--- config.mk ---
export PLATFORM = sky130hd
export DESIGN_NAME = demux_steer_ctl
export DESIGN_NICKNAME = d
export VERILOG_FILES = /design/src/rtl/demux_ctl_pkg.sv /design/src/rtl/sync_ff.sv /design/src/rtl/demux_steer_ctl.sv
export SDC_FILE = /design/constraint.sdc
export NUM_CORES = 1
export LEC_CHECK = 0
export ABC_AREA = 0
export BUFFER_PORTS_ARGS = -buffer_cell sky130_fd_sc_hd__buf_2
export CAP_MARGIN = 5
export CORE_ASPECT_RATIO = 0.7
export CORE_MARGIN = 2
export CORE_UTILIZATION = 41
export CTS_BUF_LIST = sky130_fd_sc_hd__clkbuf_2 sky130_fd_sc_hd__clkbuf_4 sky130_fd_sc_hd__clkbuf_8
export DETAILED_ROUTE_END_ITERATION = 10
export HOLD_SLACK_MARGIN = 0.15
export PLACE_DENSITY = 0.65
export SLEW_MARGIN = 30
export SYNTH_ARGS = -nofsm -noshare
export SYNTH_HDL_FRONTEND = slang
export SYNTH_HIERARCHICAL = 1
export SYNTH_SLANG_ARGS = --single-unit
--- constraint.sdc ---
create_clock -name clk -period 5.9 [get_ports clk]
set_input_delay 0 -clock clk [delete_from_list [all_inputs] [get_ports clk]]
set_output_delay 0 -clock clk [all_outputs]
set_load 0.02 [all_outputs]
--- src/rtl/demux_ctl_pkg.sv ---
// Shared state encoding and destination constants for the async-demux steering controller.
package demux_ctl_pkg;

  typedef enum logic [1:0] {
    IDLE    = 2'd0,
    ASSERT  = 2'd1,
    RELEASE = 2'd2
  } dsc_state_t;

  localparam logic DSC_OUT0 = 1'b0;
  localparam logic DSC_OUT1 = 1'b1;

endpackage

--- src/rtl/sync_ff.sv ---
// N-flop synchronizer bringing an asynchronous level into the clk domain.
module sync_ff #(
  parameter int N = 2
) (
  input  logic clk,
  input  logic rst,
  input  logic d_i,
  output logic q_o
);

  logic [N-1:0] sync_q;

  always_ff @(posedge clk) begin
    if (rst) sync_q <= '0;
    else     sync_q <= {sync_q[N-2:0], d_i};
  end

  assign q_o = sync_q[N-1];

endmodule

--- src/rtl/demux_steer_ctl.sv ---
// Credit-gated round-robin scheduler driving the select pair of a 2-way async demux
// over a four-phase return-to-zero handshake closed through a synchronized ack.
module demux_steer_ctl
  import demux_ctl_pkg::*;
#(
  parameter int CRED_W = 4,
  parameter int CRED0  = 4,
  parameter int CRED1  = 4,
  parameter int SYNC_N = 2,
  parameter int TMO_W  = 8
) (
  input  logic              clk,
  input  logic              rst,
  input  logic              en,
  input  logic              force_en,
  input  logic              force_sel,
  output logic              ctl_a,
  output logic              ctl_b,
  input  logic              actl_i,
  input  logic              crd0_ret,
  input  logic              crd1_ret,
  output logic              busy,
  output logic [CRED_W-1:0] crd0,
  output logic [CRED_W-1:0] crd1,
  output logic              err_ovf,
  output logic              err_tmo
);

  localparam logic [CRED_W-1:0] CRED0_MAX = CRED_W'(CRED0);
  localparam logic [CRED_W-1:0] CRED1_MAX = CRED_W'(CRED1);
  localparam logic [TMO_W-1:0]  WDG_MAX   = '1;

  dsc_state_t        state_q, state_d;
  logic              ctl_a_q, ctl_a_d, ctl_b_q, ctl_b_d;
  logic              rr_last_q, rr_last_d;
  logic [CRED_W-1:0] crd0_q, crd0_d, crd1_q, crd1_d;
  logic              err_ovf_q, err_ovf_d, err_tmo_q, err_tmo_d;
  logic [TMO_W-1:0]  wdg_q, wdg_d;

  logic ack_s;
  logic has0, has1;
  logic cand_vld, cand_sel;
  logic grant, dec0, dec1;

  sync_ff #(.N(SYNC_N)) u_ack_sync (
    .clk (clk),
    .rst (rst),
    .d_i (actl_i),
    .q_o (ack_s)
  );

  assign has0 = (crd0_q != '0);
  assign has1 = (crd1_q != '0);

  // Round-robin prefers the output not granted last; force mode pins the choice.
  always_comb begin
    cand_vld = 1'b0;
    cand_sel = DSC_OUT0;
    if (force_en) begin
      cand_sel = force_sel;
      cand_vld = force_sel ? has1 : has0;
    end else if (rr_last_q ? has0 : has1) begin
      cand_sel = ~rr_last_q;
      cand_vld = 1'b1;
    end else if (rr_last_q ? has1 : has0) begin
      cand_sel = rr_last_q;
      cand_vld = 1'b1;
    end
  end

  always_comb begin
    state_d = state_q;
    ctl_a_d = ctl_a_q;
    ctl_b_d = ctl_b_q;
    grant   = 1'b0;
    unique case (state_q)
      IDLE: begin
        ctl_a_d = 1'b0;
        ctl_b_d = 1'b0;
        if (en && !ack_s && cand_vld) begin
          grant   = 1'b1;
          ctl_a_d = (cand_sel == DSC_OUT0);
          ctl_b_d = (cand_sel == DSC_OUT1);
          state_d = ASSERT;
        end
      end
      ASSERT: begin
        if (ack_s) begin
          ctl_a_d = 1'b0;
          ctl_b_d = 1'b0;
          state_d = RELEASE;
        end
      end
      RELEASE: begin
        ctl_a_d = 1'b0;
        ctl_b_d = 1'b0;
        if (!ack_s) state_d = IDLE;
      end
      default: begin
        ctl_a_d = 1'b0;
        ctl_b_d = 1'b0;
        state_d = IDLE;
      end
    endcase
  end

  assign dec0      = grant && (cand_sel == DSC_OUT0);
  assign dec1      = grant && (cand_sel == DSC_OUT1);
  assign rr_last_d = grant ? cand_sel : rr_last_q;

  // A return that coincides with a grant cancels it and is never an overflow.
  function automatic logic [CRED_W-1:0] crd_next(input logic [CRED_W-1:0] crd,
                                                 input logic dec, input logic ret,
                                                 input logic [CRED_W-1:0] max);
    logic [CRED_W-1:0] nxt;
    nxt = crd;
    if (dec && !ret)                    nxt = crd - CRED_W'(1);
    else if (ret && !dec && crd != max) nxt = crd + CRED_W'(1);
    return nxt;
  endfunction

  assign crd0_d    = crd_next(crd0_q, dec0, crd0_ret, CRED0_MAX);
  assign crd1_d    = crd_next(crd1_q, dec1, crd1_ret, CRED1_MAX);
  assign err_ovf_d = err_ovf_q
                   | (crd0_ret && !dec0 && crd0_q == CRED0_MAX)
                   | (crd1_ret && !dec1 && crd1_q == CRED1_MAX);

  // Watchdog only flags a stuck handshake; the FSM keeps waiting for the ack.
  always_comb begin
    wdg_d = wdg_q;
    if (state_d != state_q)                       wdg_d = '0;
    else if (state_q != IDLE && wdg_q != WDG_MAX) wdg_d = wdg_q + TMO_W'(1);
  end

  assign err_tmo_d = err_tmo_q | (state_q != IDLE && wdg_d == WDG_MAX);

  always_ff @(posedge clk) begin
    if (rst) begin
      state_q   <= IDLE;
      ctl_a_q   <= 1'b0;
      ctl_b_q   <= 1'b0;
      rr_last_q <= DSC_OUT1;
      crd0_q    <= CRED0_MAX;
      crd1_q    <= CRED1_MAX;
      err_ovf_q <= 1'b0;
      err_tmo_q <= 1'b0;
      wdg_q     <= '0;
    end else begin
      state_q   <= state_d;
      ctl_a_q   <= ctl_a_d;
      ctl_b_q   <= ctl_b_d;
      rr_last_q <= rr_last_d;
      crd0_q    <= crd0_d;
      crd1_q    <= crd1_d;
      err_ovf_q <= err_ovf_d;
      err_tmo_q <= err_tmo_d;
      wdg_q     <= wdg_d;
    end
  end

  assign ctl_a   = ctl_a_q;
  assign ctl_b   = ctl_b_q;
  assign busy    = (state_q != IDLE);
  assign crd0    = crd0_q;
  assign crd1    = crd1_q;
  assign err_ovf = err_ovf_q;
  assign err_tmo = err_tmo_q;

endmodule

==> impl_metrics.tcl <==
set metrics [dict create \
    syn2layout_area_growth_pct 17.1 \
    grt_pass1_wl_mm 4.97 \
    antenna_cells 0 \
    ctsResizeCount 0 \
    cp_slowest_stage_delay_ns 0.70 \
    rows 18 \
    antenna_found_initial 0 \
    synth-main-ff-cell "dfxtp_1" \
    post-route-period-util_pct 56.6 \
    cp_common_cell "a21o_1" \
    rsz0062_at_grt "false" \
    p_sw_mw 0.165 \
    placed_area_um2 1600 \
    regToRegSetupSlack_ns 2.56 \
    clk_latency_ns 0.28 \
    dp_hpwl_mm 2.33 \
    ant_nets 0 \
    cts-root-buf "clkbuf_8" \
    worstPathArrival_ns 3.49 \
    reg2reg_to "crd1[3]" \
    postLayoutCellArea_um2 1700 \
    maxCapViolations 0 \
    drc 0 \
    p_int_mw 0.302 \
    async_reset_ff_share_pct 0 \
    clock-skew-final_ns 0.0141 \
    initial_core_util_pct 42.1 \
    fmax_ghz 0.299 \
    die_h_um 53.8 \
    die_area_um2 4040 \
    leakage_nw 0.738 \
    yosys_warnings 6 \
    crit_start "crd0[1]" \
    synth_edf_count 0 \
    worstMarginPinSlew_ns 0.762 \
    grt-ovfl-total 0 \
    critPathMaxFanout 6 \
    synth_fp_nets 182 \
    crit_type "flop to flop" \
    cts_setup_buffers 0 \
    combPwrFrac_pct 33.2 \
    hold_path_class "input port to flop" \
    clk_pin_slew_ns 0.10 \
    whs_ns 0.207 \
    numCtsBuffers 3 \
    utilization_pct 49.3 \
    power_frac_seq_pct 43.7 \
    pwr_density_cell_nw_per_um2 275 \
    cts.path.max_buffers 2 \
    cts.sinks 25 \
    critPathCapture "crd1[3]" \
    drtIter0Drc 71 \
    place_congestion 0.859 \
    portBuffers 20 \
    crit_chain "nor4_1 -> nor3b_1 -> or4_1 -> nor2_8 -> ha_1 -> a21o_1 -> a21o_1 -> or2_2 -> mux2i_1 -> xnor2_1 -> nor2_1" \
    htree_levels 1 \
    reg2regPathDepth 11 \
    yosys_register_bits 25 \
    grt_pass1_vias 1057 \
    instances_no_fill 243 \
    switching_share_pct 35.3 \
    wl_per_cell_um 12.7 \
    drive_gt1_share_pct 19.2 \
    synth_cells 167 \
    rr_startpoint "crd0[1]" \
    wl_mm 3.10 \
    core_um2 3450 \
    vias 1260 \
    hold_viol 0 \
    layout_min_cycle_time_ns 3.34 \
    finalSetupViolations 0 \
    clock_power_share_pct 23.0 \
    final_nets 209 \
    ys_seq_area_share_pct 34.5 \
    worstSetupEndpointType "flop" \
    maxSlewHeadroom_pct 48.7 \
    ios 21 \
    avgSynthCellArea_um2 8.69 \
    status "finished clean" \
    fin_tns_setup_ns 0 \
    ir_drop_uv 229 \
    crit_slowest_cell "nor4_1" \
    grt_max_degree 18 \
    dp.cells 234 \
    worstSetupStartpointType "flop" \
    first_pass_iters 4 \
    synth.distinct_cells 46 \
    finalMaxSlewViolations 0 \
    crit_required_ns 6.05 \
    cts_tree "yes" \
    syn-cell-area_um2 1450 \
    vias_per_cell 5.19 \
    grt_usage_pct 16.5 \
    die_x_um 75.1 \
    holdBufCountCts 5 \
]
[critical path, delay by kind of cell, from the launching register on]
family | cells | cell delay, ns
compound gates | 2 | 0.36
xor+xnor | 1 | 0.13
fa+ha+maj | 1 | 0.25
flops | 1 | 0.39
mux | 1 | 0.15
simple gates | 6 | 1.93
[registers in the layout (all words and copies together) (netlist names)]
signal / flops
state_q: 2
crd1: 4
err_tmo: 1
crd0: 4
err_ovf: 1
rr_last_q: 1
ctl_a: 1
wdg_q: 8
ctl_b: 1
u_ack_sync/sync_q: 2
[metal layers]
layer | global-route usage [%] | vias to the layer above | wire length (um)
met5 | 0 | - | 0
met4 | 4.46 | 0 | 27
met3 | 4.31 | 2 | 181
met2 | 24.1 | 36 | 1250
met1 | 23.8 | 584 | 1640
li1 | - | 638 | -
[through the flow]
stage          worst slack [ns]  power [mW]
5_1_grt                    2.39       0.497
3_5_place_dp               2.67       0.359
3_3_place_gp               2.81       0.353
6_report                   2.56       0.467
4_1_cts                    2.63       0.470
2_1_floorplan              3.00       0.318
[synth_stat cells (all sizes together), types with 2 or more instances]
master / instances / share of area (%)
fa: 2 / 2.8
nand4: 3 / 1.3
and3: 2 / 0.86
nor3b: 2 / 1.0
nor2b: 7 / 3.5
inv: 10 / 2.6
xnor2: 6 / 3.6
nor2: 24 / 7.3
nand2: 15 / 3.9
a21oi: 7 / 2.4
o21ai: 2 / 0.69
or4b: 2 / 1.6
nand3: 6 / 2.4
mux2i: 5 / 3.4
a21o: 3 / 1.6
mux2: 4 / 3.6
nor3: 4 / 1.4
nor4: 3 / 1.3
clkbuf: 3 / 0.78
or2: 2 / 0.86
ha: 5 / 4.3
xor2: 6 / 3.6
a31oi: 2 / 0.86
dfxtp: 25 / 34
o21a: 2 / 1.0
[final cells by class]
| class | count | area, um2 |
|---|---|---|
| Multi-Input combinational cell | 128 | 891 |
| Sequential cell | 25 | 500 |
| Clock buffer | 3 | 41.3 |
| Clock inverter | 1 | 8.76 |
| Tap cell | 50 | 62.6 |
| Fill cell | 308 | 1750 |
| Inverter | 10 | 37.5 |
| Timing Repair Buffer | 26 | 158 |
[cell usage in the layout, fill, tap and decap left out, drive strengths merged, types with 2 or more instances in the layout]
master,netlist,routed
a21o,3,3
a21oi,7,7
a31oi,2,2
and3,2,2
buf,1,21
clkbuf,3,3
dfxtp,25,25
dlygate4sd3,0,5
fa,2,2
ha,5,5
inv,10,11
mux2,4,4
mux2i,5,5
nand2,15,15
nand3,6,6
nand4,3,3
nor2,24,24
nor2b,7,7
nor3,4,4
nor3b,2,2
nor4,3,3
o21a,2,2
o21ai,2,2
or2,2,2
or4b,2,2
xnor2,6,6
xor2,6,6
[cell families after synthesis]
logic type	synth area share (%)
AO/OA/AOI/OAI	13.1
adder cells (fa/ha/maj)	7.07
XOR/XNOR	7.24
multiplexers	7.07
flip-flops	34.5
AND/OR/NAND/NOR	26.9
buffers and inverters	4.14
[power groups by stage]
stage	Combinational, mW	Sequential, mW	Clock [mW]
after floorplan	0.0990	0.219	0
after global placement	0.148	0.205	0
after detailed placement	0.151	0.207	0
after CTS	0.155	0.204	0.111
after global routing	0.170	0.207	0.119
final	0.155	0.204	0.108
[worst min path at each step]
stage	cells past startpoint	to	startpoint	slack, ns
after floorplan	1	u_ack_sync/sync_q[0]	rst	0.07
after global placement	2	u_ack_sync/sync_q[0]	actl_i	0.22
after detailed placement	2	u_ack_sync/sync_q[0]	actl_i	0.24
after CTS	4	err_ovf	crd1_ret	0.21
after global routing	4	err_ovf	crd1_ret	0.21
final	4	err_ovf	crd1_ret	0.21
No activity file was read; power rests on OpenSTA's default activity.
